<file path="src/rtl/zoom_hphase_gen.sv">
// zoom_hphase_gen: horizontal DDA phase generator (source indices + 6-bit weights) for the ZOOM scaler.
// Optional ZOOM_CENTER_ALIGN_EN selects pixel-centre initial phase. Rev 1.0
`default_nettype none

module zoom_hphase_gen #(
  parameter int W_W    = 11,
  parameter int STEP_W = 12
) (
  input  logic              clk,
  input  logic              rst_n,
  input  logic              start,
  input  logic [W_W-1:0]    src_width,
  input  logic [W_W-1:0]    dst_width,
  input  logic [STEP_W-1:0] step,
  output logic              busy,
  output logic              done,
  output logic              out_valid,
  input  logic              out_ready,
  output logic [W_W-1:0]    src_x0,
  output logic [W_W-1:0]    src_x1,
  output logic [5:0]        w0,
  output logic [5:0]        w1,
  output logic              copy,
  output logic              last
);

  localparam int ACC_W = W_W + 6;
  localparam logic [W_W-1:0] ONE = W_W'(1);

  typedef enum logic [1:0] {
    S_IDLE = 2'd0,
    S_RUN  = 2'd1,
    S_FIN  = 2'd2
  } state_t;

  state_t              state_q, state_d;
  logic [W_W-1:0]      srcw_q, srcw_d;
  logic [W_W-1:0]      dstw_q, dstw_d;
  logic [STEP_W-1:0]   step_q, step_d;
  logic [ACC_W-1:0]    acc_q, acc_d;
  logic [W_W-1:0]      cnt_q, cnt_d;
  logic                busy_q, busy_d;
  logic                done_q, done_d;
  logic                valid_q, valid_d;
  logic [W_W-1:0]      x0_q, x0_d;
  logic [W_W-1:0]      x1_q, x1_d;
  logic [5:0]          w0_q, w0_d;
  logic [5:0]          w1_q, w1_d;
  logic                copy_q, copy_d;
  logic                last_q, last_d;
  logic                load_out;
  logic                clr_last;
  logic [ACC_W-1:0]    init_phase;

`ifdef ZOOM_CENTER_ALIGN_EN
  logic [STEP_W-1:0] half_step;
  assign half_step  = step >> 1;
  assign init_phase = (half_step < STEP_W'(32)) ? '0 : ACC_W'(half_step - STEP_W'(32));
`else
  assign init_phase = '0;
`endif

  always_ff @(posedge clk or negedge rst_n) begin
    if (!rst_n) begin
      state_q <= S_IDLE;
      srcw_q  <= '0;
      dstw_q  <= '0;
      step_q  <= '0;
      acc_q   <= '0;
      cnt_q   <= '0;
      busy_q  <= 1'b0;
      done_q  <= 1'b0;
      valid_q <= 1'b0;
      x0_q    <= '0;
      x1_q    <= '0;
      w0_q    <= '0;
      w1_q    <= '0;
      copy_q  <= 1'b0;
      last_q  <= 1'b0;
    end else begin
      state_q <= state_d;
      srcw_q  <= srcw_d;
      dstw_q  <= dstw_d;
      step_q  <= step_d;
      acc_q   <= acc_d;
      cnt_q   <= cnt_d;
      busy_q  <= busy_d;
      done_q  <= done_d;
      valid_q <= valid_d;
      x0_q    <= x0_d;
      x1_q    <= x1_d;
      w0_q    <= w0_d;
      w1_q    <= w1_d;
      copy_q  <= copy_d;
      last_q  <= last_d;
    end
  end

  // acc/cnt always describe the pixel currently presented on the outputs.
  always_comb begin
    state_d  = state_q;
    srcw_d   = srcw_q;
    dstw_d   = dstw_q;
    step_d   = step_q;
    acc_d    = acc_q;
    cnt_d    = cnt_q;
    busy_d   = busy_q;
    done_d   = 1'b0;
    valid_d  = valid_q;
    load_out = 1'b0;
    clr_last = 1'b0;
    case (state_q)
      S_IDLE: begin
        busy_d  = 1'b0;
        valid_d = 1'b0;
        if (start) begin
          srcw_d = src_width;
          dstw_d = dst_width;
          step_d = step;
          acc_d  = init_phase;
          cnt_d  = '0;
          busy_d = 1'b1;
          if (dst_width == '0) begin
            state_d = S_FIN;
          end else begin
            state_d  = S_RUN;
            valid_d  = 1'b1;
            load_out = 1'b1;
          end
        end
      end
      S_RUN: begin
        if (out_ready) begin
          if (cnt_q == dstw_q - ONE) begin
            state_d  = S_FIN;
            valid_d  = 1'b0;
            busy_d   = 1'b0;
            done_d   = 1'b1;
            clr_last = 1'b1;
          end else begin
            acc_d    = acc_q + ACC_W'(step_q);
            cnt_d    = cnt_q + ONE;
            load_out = 1'b1;
          end
        end
      end
      S_FIN: begin
        valid_d = 1'b0;
        // An empty line enters with busy still set and needs one extra cycle before done.
        if (busy_q) begin
          busy_d = 1'b0;
          done_d = 1'b1;
        end else begin
          state_d = S_IDLE;
        end
      end
      default: begin
        state_d = S_IDLE;
        busy_d  = 1'b0;
        valid_d = 1'b0;
      end
    endcase
  end

  logic [W_W-1:0] int_part;
  logic [W_W:0]   int_p1;
  logic [W_W-1:0] sw_m1;
  logic [5:0]     frac;
  logic           clamp;

  always_comb begin
    int_part = acc_d[ACC_W-1:6];
    frac     = acc_d[5:0];
    sw_m1    = srcw_d - ONE;
    clamp    = int_part > sw_m1;
    int_p1   = {1'b0, int_part} + (W_W+1)'(1);
    x0_d     = x0_q;
    x1_d     = x1_q;
    w0_d     = w0_q;
    w1_d     = w1_q;
    copy_d   = copy_q;
    last_d   = last_q;
    if (load_out) begin
      x0_d   = clamp ? sw_m1 : int_part;
      x1_d   = (int_p1 > {1'b0, sw_m1}) ? sw_m1 : int_p1[W_W-1:0];
      copy_d = clamp | (frac == 6'd0);
      w1_d   = clamp ? 6'd0 : frac;
      // 64-frac in six bits is the two's complement of frac for frac in 1..63.
      w0_d   = (clamp | (frac == 6'd0)) ? 6'd0 : 6'd0 - frac;
      last_d = (cnt_d == dstw_d - ONE);
    end else if (clr_last) begin
      last_d = 1'b0;
    end
  end

  assign busy      = busy_q;
  assign done      = done_q;
  assign out_valid = valid_q;
  assign src_x0    = x0_q;
  assign src_x1    = x1_q;
  assign w0        = w0_q;
  assign w1        = w1_q;
  assign copy      = copy_q;
  assign last      = last_q;

endmodule

`default_nettype wire
</file>
<file path="config.mk">
export PLATFORM = sky130hd
export DESIGN_NAME = zoom_hphase_gen
export DESIGN_NICKNAME = d
export VERILOG_FILES = /design/src/rtl/zoom_hphase_gen.sv
export SDC_FILE = /design/constraint.sdc
export NUM_CORES = 1
export LEC_CHECK = 0
export ABC_AREA = 1
export CAP_MARGIN = 10
export CORE_ASPECT_RATIO = 0.6
export CORE_MARGIN = 8
export CORE_UTILIZATION = 30
export DETAILED_ROUTE_END_ITERATION = 10
export HOLD_SLACK_MARGIN = 0.05
export SETUP_SLACK_MARGIN = 0.4
export SKIP_LAST_GASP = 1
export SYNTH_ARGS = -nofsm -noshare
export SYNTH_HDL_FRONTEND = slang
export SYNTH_SLANG_ARGS = --single-unit
export TNS_END_PERCENT = 1
</file>
<file path="constraint.sdc">
create_clock -name clk -period 3.9 [get_ports clk]
set_clock_uncertainty 0.05 [all_clocks]
set_input_delay 1.17 -clock clk [delete_from_list [all_inputs] [get_ports clk]]
set_output_delay 1.17 -clock clk [all_outputs]
set_load 0.01 [all_outputs]
</file>
# Word level (Yosys, flattened, before mapping)

Cells that the tools add are included.

Output and inout bits: 39
Flip-flop bits (word level): 103
Word-level logic and storage cells: 79
Input bits: 38

Reduce and logical (&&, ||, !) cells: 7
Equality and inequality tests: 8
Mux-type cells: 39
$add $sub $neg: 7
Bitwise gates (word level): 1
Order comparisons: 2

Operators by type and width:

| operator                                                             | number |
|---|---|
| 11-bit two-way mux                                                   | 9 |
| 17-bit two-way mux                                                   | 3 |
| 17-bit case mux with 2 select lines                                  | 1 |
| 11-bit by 1-bit subtractor with 11-bit output, second input constant | 3 |
| 11-bit == test                                                       | 2 |
| 11-bit case mux with 2 select lines                                  | 1 |
| 17-bit by 12-bit adder with 17-bit output                            | 1 |
| 1-bit two-way mux                                                    | 13 |
| 11-bit by 1-bit adder with 12-bit output, second input constant      | 1 |
| 12-bit by 11-bit > comparator with 1-bit output                      | 1 |
| 6-bit two-way mux                                                    | 2 |
| 11-bit by 1-bit adder with 11-bit output, second input constant      | 1 |
| 11-bit > comparator                                                  | 1 |
| 11-bit logical NOT                                                   | 1 |
| 2-bit two-way mux                                                    | 5 |
| 2-bit inequality test, second input constant                         | 4 |
| 1-bit case mux with 2 select lines                                   | 4 |
| 6-bit logical NOT                                                    | 1 |
| 2-bit case mux with 3 select lines                                   | 1 |
| 1-bit by 6-bit subtractor with 6-bit output, first input constant    | 1 |
| 2-bit AND reduction                                                  | 2 |
| 4-bit AND reduction                                                  | 1 |
| 2-bit by 1-bit == test with 1-bit output, second input constant      | 1 |
| 2-bit == test, second input constant                                 | 1 |
| other kinds (3)                                                      | 3 |

# Depth between registers and ports, before layout

Depth after elaboration: 8
Mapped depth: 35
Gate-level depth less buffers: 34

# Least setup slack after synthesis

Ideal clock, no wire load.

Path type: input to register
Start point: input port start
End point: register x0_q[6], in the netlist src_x0[6]
Required time: 3.716 ns
Slack: -0.694 ns
Data arrival time: 4.410 ns
Stages on the path: 20
Buffers on the path: 3
Library setup time: 0.134 ns
Cells stage by stage: nand2_1 -> clkbuf_1 -> o21ai_0 -> ha_1 -> nand2_1 -> nor2_1 -> nand4_1 -> nor3_1 -> xor2_1 -> ha_1 -> nand2_1 -> nor2_1 -> nand3_1 -> or3_1 -> nand2_1 -> inv_1 -> clkbuf_1 -> clkbuf_1 -> o21ai_0 -> o21ai_0

Cells in the longest elaborated chain, start to end: 5
Elaborated cells between the ends (all ways): 9
Those cells by class: add/sub: 1; order compare: 1; mux: 7

Ends and longest elaborated chain:

| element                                       | RTL line | text |
|---|---|---|
| from (decl)                                   | 11       | `input logic start,` |
| 11-bit two-way mux                            | 116      | `if (start) begin` |
| 11-bit two-way mux                            | 112      | `case (state_q)` |
| 11-bit by 1-bit subtractor with 11-bit output | 174      | `sw_m1 = srcw_d - ONE;` |
| 11-bit > comparator                           | 175      | `clamp = int_part > sw_m1;` |
| 11-bit two-way mux                            | 184      | `x0_d = clamp ? sw_m1 : int_part;` |
| to (signal assigned)                          | 74       | `x0_q <= '0;` |
| to (signal assigned)                          | 90       | `x0_q <= x0_d;` |
| to (decl)                                     | 45       | `logic [W_W-1:0] x0_q, x0_d;` |

Parallel ways exist; a longest one is shown, timed or not.
A chain may end at the register's enable or synchronous reset.

# Worst setup path in the final report

Start point: register dstw_q[0]
End point: register x1_q[2], in the netlist src_x1[2]

Cells in the longest elaborated chain, start to end: 8
Elaborated cells between the ends (all ways): 11
Those cells by class: add/sub: 2; order compare: 1; eq/ne: 1; mux: 7

Ends and longest elaborated chain:

| element                                         | RTL line | text |
|---|---|---|
| from (decl)                                     | 38       | `logic [W_W-1:0] dstw_q, dstw_d;` |
| from (signal assigned)                          | 83       | `dstw_q <= dstw_d;` |
| 11-bit by 1-bit subtractor with 11-bit output * | 134      | `if (cnt_q == dstw_q - ONE) begin` |
| 11-bit == test *                                | 134      |  |
| 17-bit two-way mux *                            | 134      |  |
| 17-bit two-way mux *                            | 133      | `if (out_ready) begin` |
| 17-bit case mux with 2 select lines *           | 112      |  |
| named net acc_d[7]                              | 40       | `logic [ACC_W-1:0] acc_q, acc_d;` |
| 11-bit by 1-bit adder with 12-bit output *      | 176      | `int_p1 = {1'b0, int_part} + (W_W+1)'(1);` |
| 12-bit by 11-bit > comparator with 1-bit output | 185      | `x1_d = (int_p1 > {1'b0, sw_m1}) ? sw_m1 : int_p1[W_W-1:0];` |
| 11-bit two-way mux *                            | 185      |  |
| to (signal assigned)                            | 75       | `x1_q <= '0;` |
| to (signal assigned)                            | 91       | `x1_q <= x1_d;` |
| to (decl)                                       | 46       | `logic [W_W-1:0] x1_q, x1_d;` |

The timed path passes the listed nets; every way through them passes the cells marked *.

==> impl_results.md <==
* CP endpoint: src_x1[2]
* Flop pwr share at 18.9%
* Core ar. at between 0.02 and 0.025 mm²
* Antenna Nets Post-Route at 0
* Violated checks: negative setup slack
* Commonest non-fill, non-tap cell in the layout: nand2_1
* Port bufs at 76
* Worst slack at placement at -1120 ps
* Die area at 0.0293 mm²
* Logic pwr share at 71.0%
* R2r setup slk at -320 ps
* Seq cells post-synth at 103
* Fin. max-slew vios at 0
* Critical Path Start: dstw_q[0]
* First-pass DRT Iterations at 5
* Avg Inst Size Synth at around 7.4 µm²
* Skew-Pair Late Insertion Delay at around 360 ps
* Worst reg-to-reg path cell count at 33
* Tmin final at 4220 ps
* Site Rows at 44
* H-tree depth at 3
* Total routed wirelength at 23,500 µm
* CP Data Required Time at 4100 ps
* Final setup viols at 34
* Critical path type: register to register
* Worst-margin pin slew at roughly 440 ps
* Vias at 7,334
* Outcome: complete, but fails checks
* Initial Utilization at 30.1%
* Share of cells above drive strength 1 at between 20% and 30%
* Final core utilization at 44.2%
* Max rail drop VDD at 0.316 mV
* RSZ-0062 raised after global routing: true
* TritonCTS Buffers at 9
* Cell count after synthesis at 975
* Post-placement cell area at between 0.009 and 0.01 mm²
* Die Span Y at 136 µm
* DRC Markers at 0
* Hold Violations, Final at 0
* Worst Path Arrival at between 4000 and 5000 ps
* Clk sinks at approximately 100
* Sw Ratio at between 40% and 50%
* Largest net degree at the start of global routing at a little under 80
* Post-Syn Area at slightly above 0.007 mm²
* Number of fill cells at 2,417
* Fin nets at 1,337
* Most frequent cells in the layout: nand2_1, buf_4, dfrtp_1, inv_1, clkdlybuf4s50_1
* Hold_buf cts at 0
* Wire per inst at 14.8 µm
* Ports at between 70 and 80
* Vias/cell at 4.64
* RePlAce Congestion at 0.884
* Internal Power at 0.00526 W
* CTS clock-pin slew for the worst setup and hold paths at 70 ps
* Post-route cell area at 0.0105 mm²
* Hold Crit Class: register to register
* Synthesis-to-layout area growth at 46.6%
* Hpwl dp at 18,000 µm
* WHS at 443 ps
* CTS tree: yes
* Final worst-path cycle share at 108%
* CP peak stage delay at 390 ps
* Critical Path End Type: register
* Syn Nets at 1,057
* Initial antenna violation count at 0
* Vias in the first global route at 7,340
* Worst slew margin at 70.6%
* Yosys cell types at 51
* Worst Path Max Fanout at 5
* Critical Path Most Common Cell: buf_4
* Reg-to-reg critical path startpoint: dstw_q[0]
* Clock share of power at 10.1%
* Chip width at 216 µm
* Synth Warn # at 0
* Crit-path slowest cell: dfrtp_1
* NetSw at approximately 0.0043 W
* Global-route wire length before repair at around 38,000 µm
* Root Driver: clkbuf_16
* R2R Path End: src_x1[2]
* Ant diodes at 0
* Hold path startpoint: src_x0[2]
* Gr usage total at 16.2%
* Pwr dens at 904 mW/mm²
* DR iter-0 viols at 556
* CTS max path bufs at 2
* Static leakage at 5.27 nW
* Max-Cap Viols at 0
* FMAX at 237 MHz
* Total grt overflow at 0
* Final worst slack at -315 ps
* Crit start category: register
* Sequential share of the synthesized area at a little over a third
[cells in the mapped netlist (all sizes together)]
cell,number,share of area [%]
a22o,2,0.24
buf,11,1.4
a211oi,2,0.21
a221oi,1,0.12
nand2,327,18
nand3b,8,0.84
nand4,14,1.2
a21o,5,0.54
dfrtp,103,36
clkinv,1,0.052
ha,43,7.5
nor3,11,0.77
a31o,1,0.12
a31oi,2,0.17
o22ai,1,0.087
inv,109,5.7
nor2,82,5.4
xnor2,10,1.2
mux2i,2,0.28
and2,1,0.087
a21boi,2,0.21
o21ai,83,5.9
clkbuf,11,0.58
and3,1,0.087
o221a,1,0.16
a22oi,1,0.10
o21bai,4,0.42
xor2,33,4.0
or3,2,0.17
o211ai,3,0.31
nor4,5,0.44
fa,1,0.28
nand3,54,4.1
o21a,2,0.21
or2,12,1.0
a21oi,24,1.7
[timing repair]
| action | 4_1_cts | 5_1_grt |
|---|---|---|
| setup endpoints to repair | 36 | 36 |
| setup buffers | 28 | 4 |
| pin swaps | 40 | 34 |
| cloned | 2 | 0 |
| resized for setup | 72 | 29 |
[sequential cells by signal, summed over array words and instances, names as in the netlist, 2 cells and up]
signal,count
acc_q,17
cnt_q,11
dstw_q,11
src_x0,11
src_x1,11
srcw_q,11
state_q,2
step_q,12
w0,6
w1,6
[critical path, delay by kind of cell, from the launching register on]
family / cells / cell delay (ps)
buf+inv: 17 / 1840
simple gates: 11 / 1050
flops: 1 / 390
fa+ha+maj: 2 / 340
compound gates: 2 / 280
xor+xnor: 1 / 160
[power by group through the flow]
stage	Clock, W	Sequential [W]	Combinational [W]
4_1_cts	0.000991	0.00180	0.00653
2_1_floorplan	0	0.00180	0.00319
6_report	0.000962	0.00180	0.00676
3_3_place_gp	0	0.00181	0.00587
5_1_grt	0.00103	0.00185	0.00744
3_5_place_dp	0	0.00181	0.00596
[cell type report]
type | count | area [µm²] | share of cell area (%)
clock inverters | 6 | 67.6 | 0.642
clock buffers | 10 | 239 | 2.27
inverters | 110 | 418 | 3.97
flip-flops and latches | 103 | 2580 | 24.5
repair buffers | 291 | 2430 | 23.1
multi-input cells | 740 | 4390 | 41.7
well taps | 322 | 403 | 3.83
[worst min path at each step]
stage	cells after the start	end
6_report	2	src_x0[2]
5_1_grt	2	src_x0[8]
4_1_cts	2	src_x0[2]
3_5_place_dp	2	src_x0[2]
3_3_place_gp	2	src_x0[1]
2_1_floorplan	2	step_q[0]
[layer usage]
metal / part of all wire [%] / track usage [%] / vias up
met2: 39 / 22.9 / 162
met1: 53 / 24.2 / 3454
met5: 0 / 0 / -
li1: - / - / 3704
met3: 6.2 / 4.31 / 14
met4: 1.1 / 3.43 / 0
[cell families after synthesis]
group                      synth area share (%)
buffers and inverters                      7.70
muxes                                     0.279
DFF                                        35.9
AOI/OAI and AO/OA                          10.5
adders and majority gates                  7.77
and+or+nand+nor                            32.6
xor gates and xnor gates                   5.24
[per-stage QoR]
stage	setup TNS, ps	total power (W)	cells
finish	-6090	0.00952	1582
global route	-14660	0.0103	1582
CTS	-3410	0.00932	1578
detailed placement	-36360	0.00777	1532
global placement	-34220	0.00768	1532
floorplan	-5600	0.00499	975
Note: power is estimated with default switching activity, not from simulation.
